$ cat config.mk
export PLATFORM = sky130hd
export DESIGN_NAME = mstq_arbiter
export DESIGN_NICKNAME = d
export VERILOG_FILES = /design/src/rtl/mstq_arbiter.sv
export SDC_FILE = /design/constraint.sdc
export NUM_CORES = 1
export LEC_CHECK = 0
export ABC_AREA = 1
export ABC_CLOCK_PERIOD_IN_PS = 3700
export BUFFER_PORTS_ARGS = -buffer_cell sky130_fd_sc_hd__buf_2
export CAP_MARGIN = 10
export CORE_ASPECT_RATIO = 1.4
export CORE_MARGIN = 2
export CORE_UTILIZATION = 53
export DETAILED_ROUTE_END_ITERATION = 10
export MAX_ROUTING_LAYER = met4
export PLACE_DENSITY = 0.84
export SLEW_MARGIN = 30
export SYNTH_ARGS = -nofsm -noshare
export SYNTH_HDL_FRONTEND = slang
export SYNTH_SLANG_ARGS = --single-unit
$ cat constraint.sdc
create_clock -name sys_clk -period 3.7 [get_ports sys_clk]
set_clock_uncertainty 0.2 [all_clocks]
set_input_delay 0 -clock sys_clk [delete_from_list [all_inputs] [get_ports sys_clk]]
set_output_delay 0 -clock sys_clk [all_outputs]
set_load 0.02 [all_outputs]
$ cat src/rtl/mstq_arbiter.sv
// Round-robin arbiter sharing the bus-master command FIFO between two TLP
// producers. Optional statistics outputs are enabled by `define MSTQ_ARB_STATS_EN.

module mstq_port (
  input  logic own,
  input  logic room,
  input  logic wr_en,
  output logic full,
  output logic acc
);
  assign full = ~(own & room);
  assign acc  = wr_en & ~full;
endmodule

module mstq_arbiter #(
  parameter int TMO_W = 10,
  parameter int FIRST = 0
) (
  input  logic        sys_clk,
  input  logic        sys_rst_n,
  input  logic        req0,
  input  logic        req1,
  input  logic [17:0] din0,
  input  logic [17:0] din1,
  input  logic        wr_en0,
  input  logic        wr_en1,
  output logic        full0,
  output logic        full1,
  output logic [17:0] mst_din,
  output logic        mst_wr_en,
  input  logic        mst_full,
  output logic [1:0]  grant,
  output logic [2:0]  err,
  input  logic        err_clr
`ifdef MSTQ_ARB_STATS_EN
  ,
  output logic [15:0] cmd_cnt0,
  output logic [15:0] cmd_cnt1,
  output logic [15:0] wait_max
`endif
);

  typedef enum logic [1:0] {IDLE = 2'd0, OWN0 = 2'd1, OWN1 = 2'd2} state_t;

  localparam logic             LAST_RST = (FIRST == 0);
  localparam logic [TMO_W-1:0] WD_LAST  = {{(TMO_W-1){1'b1}}, 1'b0};

  state_t           state, nxt;
  logic             last_win;
  logic             first_word;
  logic [TMO_W-1:0] wd_cnt;
  logic             out_valid;
  logic [17:0]      out_data;

  logic [1:0]       req_v, wr_v, own_v, full_v, acc_v;
  logic [1:0][17:0] din_v;
  logic             room, acc, cur;
  logic [17:0]      word;
  logic             sop, eop;
  logic             idle_tick, wd_fire, grant_end;
  logic [2:0]       err_set;

  assign req_v = {req1, req0};
  assign wr_v  = {wr_en1, wr_en0};
  assign din_v = {din1, din0};
  assign own_v = {state == OWN1, state == OWN0};

  // Room exists when the output stage is empty or drains this same cycle.
  assign room = ~out_valid | ~mst_full;

  mstq_port u_port [1:0] (
    .own   (own_v),
    .room  ({2{room}}),
    .wr_en (wr_v),
    .full  (full_v),
    .acc   (acc_v)
  );

  assign acc  = |acc_v;
  assign cur  = (state == OWN1);
  assign word = acc_v[1] ? din_v[1] : din_v[0];
  assign sop  = word[17];
  assign eop  = word[16];

  // Fires on the last of 2^TMO_W-1 idle granted cycles so the grant drops right after it.
  assign idle_tick = (state != IDLE) & ~acc & ~mst_full;
  assign wd_fire   = idle_tick & (wd_cnt == WD_LAST);
  assign grant_end = (state != IDLE) & ((acc & eop) | wd_fire);

  assign err_set = {wd_fire, acc & ~first_word & sop, acc & first_word & ~sop};

  // FSM: state register
  always_ff @(posedge sys_clk or negedge sys_rst_n) begin
    if (!sys_rst_n) state <= IDLE;
    else            state <= nxt;
  end

  // FSM: next state
  always_comb begin
    nxt = state;
    unique case (state)
      IDLE: begin
        if (req_v[0] & req_v[1]) nxt = last_win ? OWN0 : OWN1;
        else if (req_v[0])       nxt = OWN0;
        else if (req_v[1])       nxt = OWN1;
      end
      OWN0, OWN1: if (grant_end) nxt = IDLE;
      default: nxt = IDLE;
    endcase
  end

  // FSM: outputs
  always_comb begin
    grant     = own_v;
    full0     = full_v[0];
    full1     = full_v[1];
    mst_wr_en = out_valid & ~mst_full;
    mst_din   = out_data;
  end

  always_ff @(posedge sys_clk or negedge sys_rst_n) begin
    if (!sys_rst_n) begin
      last_win   <= LAST_RST;
      first_word <= 1'b1;
      wd_cnt     <= '0;
    end else begin
      if (grant_end) last_win <= cur;
      if (state == IDLE) first_word <= 1'b1;
      else if (acc)      first_word <= 1'b0;
      if ((state == IDLE) | acc | wd_fire) wd_cnt <= '0;
      else if (idle_tick)                  wd_cnt <= wd_cnt + 1'b1;
    end
  end

  always_ff @(posedge sys_clk or negedge sys_rst_n) begin
    if (!sys_rst_n) begin
      out_valid <= 1'b0;
      out_data  <= '0;
    end else if (acc) begin
      out_valid <= 1'b1;
      out_data  <= word;
    end else if (mst_wr_en) begin
      out_valid <= 1'b0;
    end
  end

  always_ff @(posedge sys_clk or negedge sys_rst_n) begin
    if (!sys_rst_n)   err <= '0;
    else if (err_clr) err <= '0;
    else              err <= err | err_set;
  end

`ifdef MSTQ_ARB_STATS_EN
  logic [1:0][15:0] wait_run, wait_nxt;
  logic [15:0]      wait_hi;

  always_comb begin
    wait_nxt = '0;
    for (int i = 0; i < 2; i++) begin
      if (req_v[i] & ~own_v[i])
        wait_nxt[i] = (wait_run[i] == 16'hFFFF) ? wait_run[i] : wait_run[i] + 16'd1;
    end
    wait_hi = (wait_nxt[1] > wait_nxt[0]) ? wait_nxt[1] : wait_nxt[0];
  end

  always_ff @(posedge sys_clk or negedge sys_rst_n) begin
    if (!sys_rst_n) begin
      cmd_cnt0 <= '0;
      cmd_cnt1 <= '0;
      wait_max <= '0;
      wait_run <= '0;
    end else if (err_clr) begin
      cmd_cnt0 <= '0;
      cmd_cnt1 <= '0;
      wait_max <= '0;
      wait_run <= '0;
    end else begin
      if (acc_v[0] & eop) cmd_cnt0 <= cmd_cnt0 + 16'd1;
      if (acc_v[1] & eop) cmd_cnt1 <= cmd_cnt1 + 16'd1;
      wait_run <= wait_nxt;
      if (wait_hi > wait_max) wait_max <= wait_hi;
    end
  end
`endif

endmodule
==> results of run 1 <==
-- power groups by stage --
stage | logic, mW | registers, mW | clock network, mW
after CTS | 0.992 | 0.606 | 0.295
after global routing | 1.13 | 0.632 | 0.309
after floorplan | 0.475 | 0.729 | 0
final | 1.05 | 0.620 | 0.297
after detailed placement | 0.804 | 0.611 | 0
after global placement | 0.781 | 0.612 | 0
-- cells by family after synthesis --
group | count (synthesis) | share of synthesized area, %
DFF | 36 | 45.6
xor gates and xnor gates | 4 | 1.77
buffers and inverters | 38 | 8.90
adders and majority gates | 5 | 3.16
and+or+nand+nor | 126 | 31.1
AOI/OAI and AO/OA | 32 | 9.53
-- worst max-delay path, stage by stage, from the launching register on --
cell           delay (ns)
dfrtp_1              0.42
inv_1                0.11
ha_1                 0.19
buf_4                0.26
nand3_2              0.42
nand2_4              0.54
nor2_4               0.05
nand2_1              0.16
nand3_2              0.12
nand3_1              0.07
dlygate4sd3_1        0.59
nand2_1              0.07
-- cells in the mapped netlist (all sizes together) --
library cell   n  area (um^2)
nor2          31          126
clkbuf         1         3.75
a21oi          3         15.0
o21ai          8         40.0
nand3         11         70.1
xor2           4         35.0
inv           23         86.3
dfstp          2         52.6
dfrtp         34          851
nand2         56          228
a31oi         18          113
buf           14         86.3
nand3b         2         15.0
nand4         23          150
ha             5         62.6
o21bai         1         7.51
o22ai          1         6.26
a21boi         1         7.51
nor3           3         26.3
-- path summary, 6_finish.rpt --
check,to,slack (ns),cells after the start
worst min-delay path,err[0]$_DFF_PN0_,0.02,6
worst max-delay path,state[1]$_DFFE_PN0P_,0.38,11
max in group asynchronous,out_valid$_DFFE_PN0P_,2.66,2
worst max register to register,state[1]$_DFFE_PN0P_,0.38,11
min in group asynchronous,mst_din[7]$_DFFE_PN0P_,0.13,2
worst min register to register,mst_din[16]$_DFFE_PN0P_,0.29,2
-- per-stage QoR --
stage	area, um^2	setup WS, ns	util [%]	total power, mW	hold WS (ns)
after CTS	2800	0.615	77.5	1.89	0.0118
after detailed placement	2300	1.09	63.6	1.41	-0.0594
after global routing	2800	0.240	77.5	2.07	0.0499
final	2800	0.379	77.5	1.97	0.0241
after floorplan	1980	2.06	-	1.20	-0.496
after global placement	2300	1.16	63.6	1.39	-0.0704
-- area by class of cell --
type | instances | area (um^2) | area share (%)
Sequential cell | 36 | 903 | 32.3
Multi-Input combinational cell | 167 | 902 | 32.2
Timing Repair Buffer | 111 | 763 | 27.3
Clock buffer | 8 | 90.1 | 3.22
Inverter | 23 | 86.3 | 3.09
Tap cell | 42 | 52.6 | 1.88
-- sequential cells by signal (all words and copies together), names as in the netlist --
name and cells:
err 3, first_word 1, last_win 1, mst_din 18, out_valid 1, state 2
wd_cnt 10
-- per-layer routing --
metal | wire length [um] | up-vias | track usage [%]
li1 | - | 1014 | -
met1 | 2270 | 1040 | 32.4
met2 | 3320 | 151 | 57.1
met3 | 468 | 38 | 5.94
met4 | 337 | 0 | 19.8
met5 | 0 | - | -
-- layout by cell type (no fill, tap or decap), types with 2 or more instances in the layout --
master / Yosys / final
a21oi_1: 3 / 3
a31oi_1: 18 / 18
buf_2: 6 / 69
clkbuf_1: 1 / 2
clkbuf_8: 0 / 6
dfrtp_1: 34 / 34
dfstp_2: 2 / 2
dlygate4sd3_1: 0 / 41
ha_1: 5 / 5
inv_1: 23 / 23
nand2_1: 51 / 51
nand2_2: 4 / 4
nand3_1: 8 / 8
nand3_2: 3 / 3
nand3b_1: 2 / 2
nand4_1: 22 / 22
nor2_1: 29 / 29
nor3_1: 2 / 2
o21ai_0: 3 / 3
o21ai_1: 5 / 5
xor2_1: 4 / 4
==> impl_metrics.toml, run 1 <==
[power_and_ir_drop]
powerDensity_nw_per_um2 = 703
combPwrFrac_pct = 53.4
ir_drop_mv = 0.571
clkPwrFrac_pct = 15.1
switching_power_mw = 0.854
intPower_mw = 1.11
switching_share_pct = 43.4
pwr-share-seq_pct = 31.5
p_leak_nw = 1.35

[drt]
num_vias = 2243
ant_nets = 0
drcViolationCount = 0
drt_iter0_drc = 128
via_per_inst = 5.80
wl_per_cell_um = 16.5
firstDrtPassIters = 4
routed_wl_um = 6400

[clock_network]
path_clk_slew_ns = 0.07
postCtsHoldBufs = 41
cts.repair.resized = 0
cts-htree-levels = 2
root_buffer = "clkbuf_8"
cts_num_sinks = 36
cts.path.max_buffers = 2
cts_buffers = 5
tritoncts = "built"
cts_setup_buffers = 0
clock_latency_ns = 0.29

[grt]
first_global_vias = 2314
grt_pass1_wl_um = 10300
grt_max_degree = 40
track_usage_pct = 32.4
grt_overflow = 0
antenna_found_initial = 0

[sta]
fin_crit_sh_pct = 89.8
worst_pin_slew_ns = 0.805
finalCriticalPeriod_ns = 3.32
tns_ns = 0
rsz0062_at_grt = "no"
setup_viol = 0
hold_violations = 0
relSlewSlack_pct = 46.3
max_freq_mhz = 301
drv_slew = 0

[synthesis]
ys_seq_area_share_pct = 45.6
ys_warn_count = 0
syn_area_per_cell_um2 = 8.22
synth_seq_cells = 36
syn_inst = 241
netlist_area_um2 = 1980
syn_nets = 290
yosysUniqueCellTypes = 30

[worst_setup_path]
start_kind = "register"
arrival_ns = 3.31
endpoint_kind = "register"
reg2reg_from = "state[0]$_DFFE_PN0P_"
required_ns = 3.68
crit_start = "state[0]$_DFFE_PN0P_"
cp_max_fo = 39
setup.worst_path.class = "register to register"

[floorplanning]
io_pins = 70
dieArea_um2 = 4250
start_util_pct = 54.9
design.core.area_um2 = 3610
die_width_um = 55.7
rows = 26
die_h_um = 76.4

[final_layout]
drive_above_1_share_pct = 26.1
fin_nets = 393
area_growth_pct = 41.2
fill_cells = 216
instances_no_fill = 387
n_antenna_cell = 0

[min_path]
min_path_type = "input pin to register"
hold_start = "din0[17]"

[placed_design]
io_buffers = 69
gp_congestion = 0.800
dp.cells = 338
hpwl_um = 3370

[flow_run]
cap_violations = 0

[outcome]
status = "finished, final reports clean"
Note: power is estimated with default switching activity, not from simulation.
==> run 2: changes to the inputs <==
MAX_ROUTING_LAYER = not set   (was met4)
SETUP_SLACK_MARGIN = 0.5   (was not set)
==> impl_metrics.toml, run 2 (synthesized netlist as in run 1, its figures left out) <==
[outcome]
status = "finished, final reports clean"

[clock_network]
clock_latency_ns = 0.29
path_clk_slew_ns = 0.07
tritoncts = "built"
cts_buffers = 5
cts_setup_buffers = 0
root_buffer = "clkbuf_8"
cts-htree-levels = 2
cts_num_sinks = 36
cts.path.max_buffers = 2

[final_layout]
largest_register_ffs = 18
fin_nets = 393
n_antenna_cell = 0
multi_input_area_um2 = 918
drive_above_1_share_pct = 26.1
regArea_um2 = 903
mostFrequentLayoutCell = "buf_2"
finish.utilization_pct = 77.9
mostFrequentLayoutCells = "69 x buf_2, 51 x nand2_1, 41 x dlygate4sd3_1"
area_growth_pct = 42.0
fill_cells = 208

[floorplanning]
die_width_um = 55.7
dieArea_um2 = 4250
design.core.area_um2 = 3610
rows = 26
start_util_pct = 54.9
die_h_um = 76.4
io_pins = 70

[worst_setup_path]
setup.worst_path.class = "register to register"
reg2reg_from = "state[0]$_DFFE_PN0P_"
path_cells = "inv_1 -> ha_1 -> buf_4 -> nand3_4 -> nand2_8 -> nor2_4 -> nand2_1 -> nand3_2 -> nand3_1 -> dlygate4sd3_1 -> nand2_1"
cp_slowest_cell = "dlygate4sd3_1"
required_ns = 3.69
start_kind = "register"
rrSetupSlack_ns = 0.70
crit_path_frequent_cell = "nand2_1"
critPathBufInv = 3
ff2ff_path_depth = 11
cp.depth = 11
cpPeakStageDelay_ns = 0.59
endpoint_kind = "register"
arrival_ns = 2.99
crit_family = "simple AND/OR/NAND/NOR gates"
reg2reg_to = "state[1]$_DFFE_PN0P_"
cp_max_fo = 39

[sta]
finalCriticalPeriod_ns = 3.00
hold_violations = 0
max_freq_mhz = 333
worst_pin_slew_ns = 0.800
tns_ns = 0
relSlewSlack_pct = 46.7
setup_viol = 0
fin_crit_sh_pct = 81.1
rsz0062_at_grt = "no"
drv_slew = 0
holdWs_ns = 0.0737

[drt]
wl_per_cell_um = 17.4
drcViolationCount = 0
routed_wl_um = 6720
num_vias = 2295
ant_nets = 0
drt_iter0_drc = 169
firstDrtPassIters = 5
via_per_inst = 5.93

[placed_design]
io_buffers = 69
hpwl_um = 3370
gp_congestion = 0.789

[min_path]
min_path_type = "input pin to register"
hold_depth = 6
hold_end = "last_win$_DFFE_PN1P_"
hold_start = "din1[16]"

[power_and_ir_drop]
powerDensity_nw_per_um2 = 707
power_mw = 1.99
p_leak_nw = 1.35
ir_drop_mv = 0.575

[grt]
grt_pass1_wl_um = 10400
grt_max_degree = 40
grt_overflow = 0
first_global_vias = 2304
antenna_found_initial = 0
track_usage_pct = 31.6

[flow_run]
cap_violations = 0
## run 2: worst register-to-register path, cell delays in order, from the launching register on
cell and delay [ns]:
dfrtp_1 0.42, inv_1 0.11, ha_1 0.19, buf_4 0.26, nand3_4 0.29, nand2_8 0.34, nor2_4 0.06, nand2_1 0.15
nand3_2 0.13, nand3_1 0.08, dlygate4sd3_1 0.59, nand2_1 0.07
## run 2: cell type report
class / count / share of cell area (%)
Sequential cell: 36 / 32.1
Timing Repair Buffer: 111 / 27.1
Inverter: 23 / 3.07
Tap cell: 42 / 1.87
Clock buffer: 8 / 3.20
Multi-Input combinational cell: 167 / 32.6
## run 2: layer usage
metal  GRT usage (%)  part of all wire [%]  routed length [um]  vias to the layer above
met3            6.11                   8.3                 559                       43
met5               0                     0                   0                        -
li1                -                     -                   -                     1020
met4            19.0                   6.2                 420                        0
met1            33.0                    34                2320                     1052
met2            57.1                    51                3420                      180
## run 2: where the power goes
group,leakage [nW],internal [mW],total (mW),switching [mW]
Clock,0.0455,0.152,0.297,0.145
Sequential,0.441,0.531,0.621,0.0900
Combinational,0.864,0.435,1.07,0.636
## run 2: how the worst max path moves through the flow
stage	startpoint	to	slack (ns)
CTS	state[0]$_DFFE_PN0P_	state[1]$_DFFE_PN0P_	0.61
floorplan	state[0]$_DFFE_PN0P_	state[0]$_DFFE_PN0P_	2.06
global route	state[0]$_DFFE_PN0P_	state[1]$_DFFE_PN0P_	0.59
global placement	state[0]$_DFFE_PN0P_	wd_cnt[0]$_DFFE_PN0P_	1.16
detailed placement	state[0]$_DFFE_PN0P_	wd_cnt[0]$_DFFE_PN0P_	1.09
finish	state[0]$_DFFE_PN0P_	state[1]$_DFFE_PN0P_	0.70
## run 2: per-stage QoR
step	cell area, um^2	setup WS, ns	cells
floorplan	1980	2.06	241
global placement	2300	1.16	338
detailed placement	2300	1.09	338
CTS	2800	0.615	387
global route	2810	0.592	387
finish	2810	0.697	387
## run 2: timing repair
action	in CTS	in global routing
setup endpoints to repair	0	3
gates resized for setup	0	2
hold endpoints to repair	60	0
hold buffers	41	0
